==> src/rtl/dual_port_ram_param.sv <==
// Simple dual-port RAM (one write port, one read port, single clock) with byte enables,
// RD_LAT 1/2 read pipeline and hardware clear sweep. Optional macro: RAM_WR_BYPASS_EN.
module dual_port_ram_param #(
   parameter int unsigned DATA_W = 8,
   parameter int unsigned ADDR_W = 4,
   parameter int unsigned RD_LAT = 1
) (
   input  logic                  clk,
   input  logic                  rst,
   input  logic                  clr,
   input  logic                  we,
   input  logic [DATA_W/8-1:0]   be,
   input  logic [ADDR_W-1:0]     wr_addr,
   input  logic [DATA_W-1:0]     din,
   input  logic                  re,
   input  logic [ADDR_W-1:0]     rd_addr,
   output logic [DATA_W-1:0]     dout,
   output logic                  rd_valid,
   output logic                  busy,
   output logic                  req_drop
);

   localparam int unsigned BE_W  = DATA_W / 8;
   localparam int unsigned DEPTH = 1 << ADDR_W;

   if (DATA_W == 0 || (DATA_W % 8) != 0) begin : g_bad_width
      $error("dual_port_ram_param: DATA_W must be a non-zero multiple of 8");
   end

   typedef enum logic {CLEAR, READY} state_t;

   state_t              state, state_nxt;
   logic [ADDR_W-1:0]   clr_cnt;
   logic [DATA_W-1:0]   mem [DEPTH];
   logic [DATA_W-1:0]   rd_word;
   logic                wr_acc;
   logic                rd_acc;

   always_ff @(posedge clk or posedge rst) begin
      if (rst) begin
         state   <= CLEAR;
         clr_cnt <= '0;
      end else begin
         state <= state_nxt;
         if (state == CLEAR) clr_cnt <= clr_cnt + 1'b1;
         else                clr_cnt <= '0;
      end
   end

   always_comb begin
      state_nxt = state;
      case (state)
         CLEAR:   if (clr_cnt == '1) state_nxt = READY;
         READY:   if (clr)           state_nxt = CLEAR;
         default: state_nxt = CLEAR;
      endcase
   end

   always_comb begin
      busy   = (state == CLEAR);
      wr_acc = (state == READY) && we;
      rd_acc = (state == READY) && re;
   end

   always_ff @(posedge clk) begin
      if (state == CLEAR) begin
         mem[clr_cnt] <= '0;
      end else if (we) begin
         for (int unsigned k = 0; k < BE_W; k++) begin
            if (be[k]) mem[wr_addr][8*k +: 8] <= din[8*k +: 8];
         end
      end
   end

`ifdef RAM_WR_BYPASS_EN
   // Same-cycle same-address write is merged lane by lane into the read word.
   always_comb begin
      rd_word = mem[rd_addr];
      if (wr_acc && (wr_addr == rd_addr)) begin
         for (int unsigned k = 0; k < BE_W; k++) begin
            if (be[k]) rd_word[8*k +: 8] = din[8*k +: 8];
         end
      end
   end
`else
   always_comb begin
      rd_word = mem[rd_addr];
   end
`endif

   always_ff @(posedge clk or posedge rst) begin
      if (rst) req_drop <= 1'b0;
      else     req_drop <= busy && (we || re);
   end

   if (RD_LAT == 1) begin : g_lat1
      always_ff @(posedge clk or posedge rst) begin
         if (rst) begin
            dout     <= '0;
            rd_valid <= 1'b0;
         end else begin
            rd_valid <= rd_acc;
            if (rd_acc) dout <= rd_word;
         end
      end
   end else if (RD_LAT == 2) begin : g_lat2
      logic              p1_v;
      logic [DATA_W-1:0] p1_data;

      // Data is captured in stage 1, so later writes or a clear sweep cannot alter it.
      always_ff @(posedge clk or posedge rst) begin
         if (rst) begin
            p1_v     <= 1'b0;
            p1_data  <= '0;
            dout     <= '0;
            rd_valid <= 1'b0;
         end else begin
            p1_v     <= rd_acc;
            if (rd_acc) p1_data <= rd_word;
            rd_valid <= p1_v;
            if (p1_v) dout <= p1_data;
         end
      end
   end else begin : g_bad_lat
      $error("dual_port_ram_param: RD_LAT must be 1 or 2");
   end

endmodule
==> config.mk <==
export PLATFORM = sky130hd
export DESIGN_NAME = dual_port_ram_param
export DESIGN_NICKNAME = d
export VERILOG_FILES = /design/src/rtl/dual_port_ram_param.sv
export SDC_FILE = /design/constraint.sdc
export NUM_CORES = 1
export LEC_CHECK = 0
export ABC_AREA = 1
export CAP_MARGIN = 20
export CORE_ASPECT_RATIO = 1.25
export CORE_UTILIZATION = 25
export DETAILED_ROUTE_END_ITERATION = 16
export SLEW_MARGIN = 40
export SYNTH_ARGS = -nofsm -noshare
export SYNTH_HDL_FRONTEND = slang
export SYNTH_SLANG_ARGS = --single-unit
==> constraint.sdc <==
create_clock -name clk -period 2 [get_ports clk]
set_input_delay 0.4 -clock clk [delete_from_list [all_inputs] [get_ports clk]]
set_output_delay 0.4 -clock clk [all_outputs]
set_load 0.01 [all_outputs]
---- Yosys cells after proc, flatten, opt, wreduce, memory -nomap -nowiden ----
Memory sizes are Yosys's and may differ from the RTL's. A register that Yosys moved wholly into a read port is not among the register bits.
Cells that the tools add are included.
word-level totals
  bits of input ports ..................... 22
  register bits ........................... 7
  logic and storage cells ................. 24
  memories kept ........................... 1
  RAM bits ................................ 128
  output and inout port bits .............. 11
memory list
  name  words  width  rd ports  clocked after memory_dff  wr ports  RTL line  text
  mem   16     8      1         1                         1         34        logic [DATA_W-1:0] mem [DEPTH];
operators by class
  $add $sub $neg .......................... 1
  multiplexer cells ....................... 12
  bitwise gates (word level) .............. 1
  reductions and logical operators ........ 4
  equal/unequal tests ..................... 1
operators with widths
  cell                                                           count
  1-bit 2-to-1 mux                                               8
  4-bit 2-to-1 mux                                               2
  8-bit 2-to-1 mux                                               1
  8-bit OR reduction                                             1
  4-bit by 1-bit adder with 4-bit output, second input constant  1
  4-bit == test, second input constant                           1
  1-bit logical AND                                              2
  1-bit one-hot mux with 2 select lines                          1
  1-bit logical OR                                               1
  1-bit inverter                                                 1

---- Depth between registers and ports, before layout ----
  depth in word-level cells ............... 6
  mapped depth ............................ 10
  mapped depth without buffers ............ 9

---- Worst setup path before layout ----
No wires, ideal clock.
  path type ............................... reg-to-reg
  from .................................... register state
  to ...................................... memory mem[3][0] (enable)
  cell stages (with the launch flop) ...... 6
  data arrival time ....................... 1,552 ps
  clock period less this slack ............ 1,935 ps
  setup slack ............................. 65 ps
  library setup time ...................... 383 ps
  path through ............................ dfrtp_1 > nand3_2 > buf_6 > o21ai_4 > nand2_2 > nor3_1
between the ends
  cells in the longest elaborated chain, start to end .. 4
  elaborated cells on any way between the ends .. 6
RTL lines
  what                                                                   RTL line  text
  start: declaration                                                     32        state_t state, state_nxt;
  start signal: assignment                                               44        state <= state_nxt;
  1-bit 2-to-1 mux                                                       66        if (state == CLEAR) begin
  1-bit 2-to-1 mux (implied by the code)                                 70        if (be[k]) mem[wr_addr][8*k +: 8] <= din[8*k +: 8];
  8-bit OR reduction (no line)                                           -
  4-bit 2-to-1 mux (no line) / 1-bit 2-to-1 mux (equally long branches)  -
  end: declaration                                                       34
Several ways; a longest one is shown, not always the timed one.

---- Worst setup path in the final report ----
  from .................................... input port be
  to ...................................... memory mem[8][5] (enable)
between the ends
  cells in the longest elaborated chain, start to end .. 6
  elaborated cells on any way between the ends .. 7
RTL lines
  what                                                                   RTL line  text
  start: declaration                                                     12        input logic [DATA_W/8-1:0] be,
  1-bit 2-to-1 mux *                                                     70
  1-bit 2-to-1 mux *                                                     68        end else if (we) begin
  1-bit 2-to-1 mux *                                                     66
  1-bit 2-to-1 mux (implied by the code) *                               70
  8-bit OR reduction (no line)                                           -
  4-bit 2-to-1 mux (no line) / 1-bit 2-to-1 mux (equally long branches)  -
Every way passes the cells marked *; elsewhere a longest branch is shown, timed or not.

==> metrics.md <==
| Metric | Value |
|---|---|
| Antenna violations before repair | 0 |
| Critical path type | primary input to flip-flop |
| Clock sink count | 143 |
| Clk_lat worst skew | 410 ps |
| Cell-internal power | 0.00627 W |
| Filler cell count | 2301 |
| GRT overflow | 0 |
| Synth Cell Area | 0.00592 mm2 |
| Hold Path Class | primary input to asynchronous set/reset pin |
| Die ar. | 0.0243 mm2 |
| Maximum clock frequency | 536 MHz |
| Die Ht | 174 um |
| Share of Yosys cell area claimed by the top area cell type | 0.649 |
| Max clock buf depth | 2 |
| Seq cells post-synth | 143 |
| R2R setup slack | 270 ps |
| Comb power frac | 0.204 |
| Layout net count | 623 |
| First-pass GRT wire length | 21700 um |
| Drt first pass iters | 5 |
| Critical-path top delay cell | clkdlybuf4s50_1 |
| Critical Path, Cell by Cell | clkdlybuf4s50_1 -> nand3_2 -> buf_4 -> nand2_2 -> o21ai_4 -> nor2_2 -> nand2_1 -> nor2_1 -> buf_4 |
| RSZ-0062 raised after global routing | false |
| Slew @ Worst Pin | 563 ps |
| PwrDens | 1190 mW/mm2 |
| Relative slew margins | 0.624 |
| Final min period | 1870 ps |
| Layout cell share with drive strength beyond 1 | 0.129 |
| Post-synth EDFFs | 128 |
| Final WS setup | 133 ps |
| Ys Warns | 0 |
| Sequential cell fraction of total power | 0.468 |
| Worst path buffer plus inverter count | 3 |
| Syn nets | 560 |
| Req. time, crit path | 2120 ps |
| Final Slew Violations | 0 |
| Fin crit share | 0.933 |
| Clk network pwr share | 0.328 |
| Row cnt | 62 |
| Worst path most repeated cell | buf_4 |
| Number of H-tree levels | 4 |
| Clk_skew | 6.45 ps |
| Commonest cells after routing, fill and taps aside | nand2_1 (205), edfxtp_1 (128), nand3_1 (97) |
| Drt total wl | 14000 um |
| I/O pin cnt | 33 |
| Final routed DRC violation total | 0 |
| Hold WS | 348 ps |
| Antenna cell count | 0 |
| GPL Wtd Cong | 0.900 |
| Synth area leaders | edfxtp_1 (65%), nand2_1 (13%), nand3_1 (8.2%), dfrtp_1 (6.3%), nor2_1 (1.6%) |
| Routed Antenna Nets | 0 |
| Avg Cell Area, Syn | 11.0 um2 |
| WL/cell | 15.5 um |
| Register clock-pin slew on the reported worst setup and hold paths | 60 ps |
| Outcome | completed |
| Vias in the first global route | 3917 |
| Register area share after synthesis | 0.712 |
| Max cap viols | 0 |
| GRT Resource Usage Total | 0.121 |
| CP Depth | 9 |
| Critical Path Fanout Max | 8 |
| Arr. time, crit path | 1990 ps |
| Final setup fails | 0 |
| Net Switching | 0.00260 W |
| Via count | 3955 |
| Ys flop type | edfxtp_1 |
| Vias/cell | 4.39 |
| Root Buffer | clkbuf_16 |
| Crit-path leading delay family | buffers and inverters |
| Synth cell types | 26 |
| Yosys top cell by area | edfxtp_1 |
| Post-Syn Instances | 537 |
| Pleak | 2.90 nW |
| Die W | 140 um |
| Num CTS Buffers | 17 |
| Reg2Reg Depth | 8 |
| Detailed Place HPWL | 9070 um |
| Placeable Area | 0.0231 mm2 |
| Final Hold Viols | 0 |
| Placement Setup Slack | -287 ps |
| Area delta synth->final | 25.7% |
| CTS Hold Bufs | 0 |
| CTS tree | done |
| VDD IR max | 0.684 mV |
| Startpoint class of the critical path | primary input |
| Sw Ratio | 0.293 |
| Starting density of the core | 0.256 |
| Most common cell after layout, fill and taps aside | nand2_1 |
| Number of DRC markers in iteration 0 | 439 |
| Largest net degree at the start of global routing | 65 |
| Port bufs | 32 |
| Worst setup EP type | flip-flop |
| CP max stage delay | 490 ps |
| Ys async rst share | 0.105 |
## through the flow
stage                     utilization  cell area [um2]  TNS, ps  power [W]  cells
after floorplan                     -             5920        0    0.00517    537
after global placement          0.298             6890   -27410    0.00599    869
after detailed placement        0.298             6890   -30590    0.00603    869
after CTS                       0.322             7450        0    0.00893    901
after global routing            0.322             7450        0    0.00928    901
final                           0.322             7450        0    0.00887    901
## registers in the layout, indices dropped and copies added, names as in the netlist
| register | cells |
|---|---|
| mem | 128 |
| dout | 8 |
| clr_cnt | 4 |
| rd_valid | 1 |
| req_drop | 1 |
| state | 1 |
## worst register-to-register path, delay by kind of cell (launching register included)
kind | cells | cell delay [ps]
AND/OR/NAND/NOR | 5 | 630
buffers and inverters | 2 | 390
AO/OA/AOI/OAI | 1 | 70
flip-flops | 1 | 360
## timing repair
item	CTS	global route
gates resized for setup	2	0
setup buffers	0	0
endpoints found under the setup margin	1	0
## power by group through the flow
stage	clock (W)	sequential [W]	combinational [W]
global route	0.00309	0.00420	0.00200
detailed placement	0	0.00420	0.00183
CTS	0.00296	0.00415	0.00183
finish	0.00291	0.00415	0.00181
global placement	0	0.00420	0.00179
floorplan	0	0.00420	0.000970
## layer usage
layer	wire length, um	part of all wire	track usage
met1	5570	0.40	0.137
met2	7360	0.53	0.214
met4	532	0.038	0.0682
met5	0	0	0
met3	541	0.039	0.0207
## cells in the mapped netlist, drive strengths merged, types with 2 or more instances
master and count:
a21oi 2, buf 21, clkbuf 4, dfrtp 15, edfxtp 128, inv 22, nand2 207, nand3 98
nor2 27, nor3 4, o21ai 5
## worst paths after layout
check,endpoint,from
max in group asynchronous,state$_DFF_PP0_,rst
hold reg to reg,dout[0]$_DFFE_PP0P_,dout[0]$_DFFE_PP0P_
hold / removal,dout[0]$_DFFE_PP0P_,rst
setup reg to reg,mem[8][5]$_DFFE_PP_,state$_DFF_PP0_
setup / recovery,mem[8][5]$_DFFE_PP_,be
min in group clk,dout[0]$_DFFE_PP0P_,dout[0]$_DFFE_PP0P_
## layout make-up
class | instances | area, um2 | area share
Multi-Input combinational cell | 346 | 1480 | 0.199
Clock inverter | 15 | 128 | 0.0171
Clock buffer | 17 | 425 | 0.0571
Timing Repair Buffer | 69 | 742 | 0.0996
Inverter | 23 | 90.1 | 0.0121
Tap cell | 288 | 360 | 0.0484
Sequential cell | 143 | 4220 | 0.567
## cell families (layout without fill, tap and decap cells)
kind of cell               after synthesis  in the layout  share of synthesized area
buffers and inverters                   48            124                     0.0376
DFF                                    143            143                      0.712
AOI/OAI and AO/OA                        8              8                    0.00950
and+or+nand+nor                        337            337                      0.239
adders and majority gates                1              1                    0.00211
Note: power is estimated with default switching activity, not from simulation.
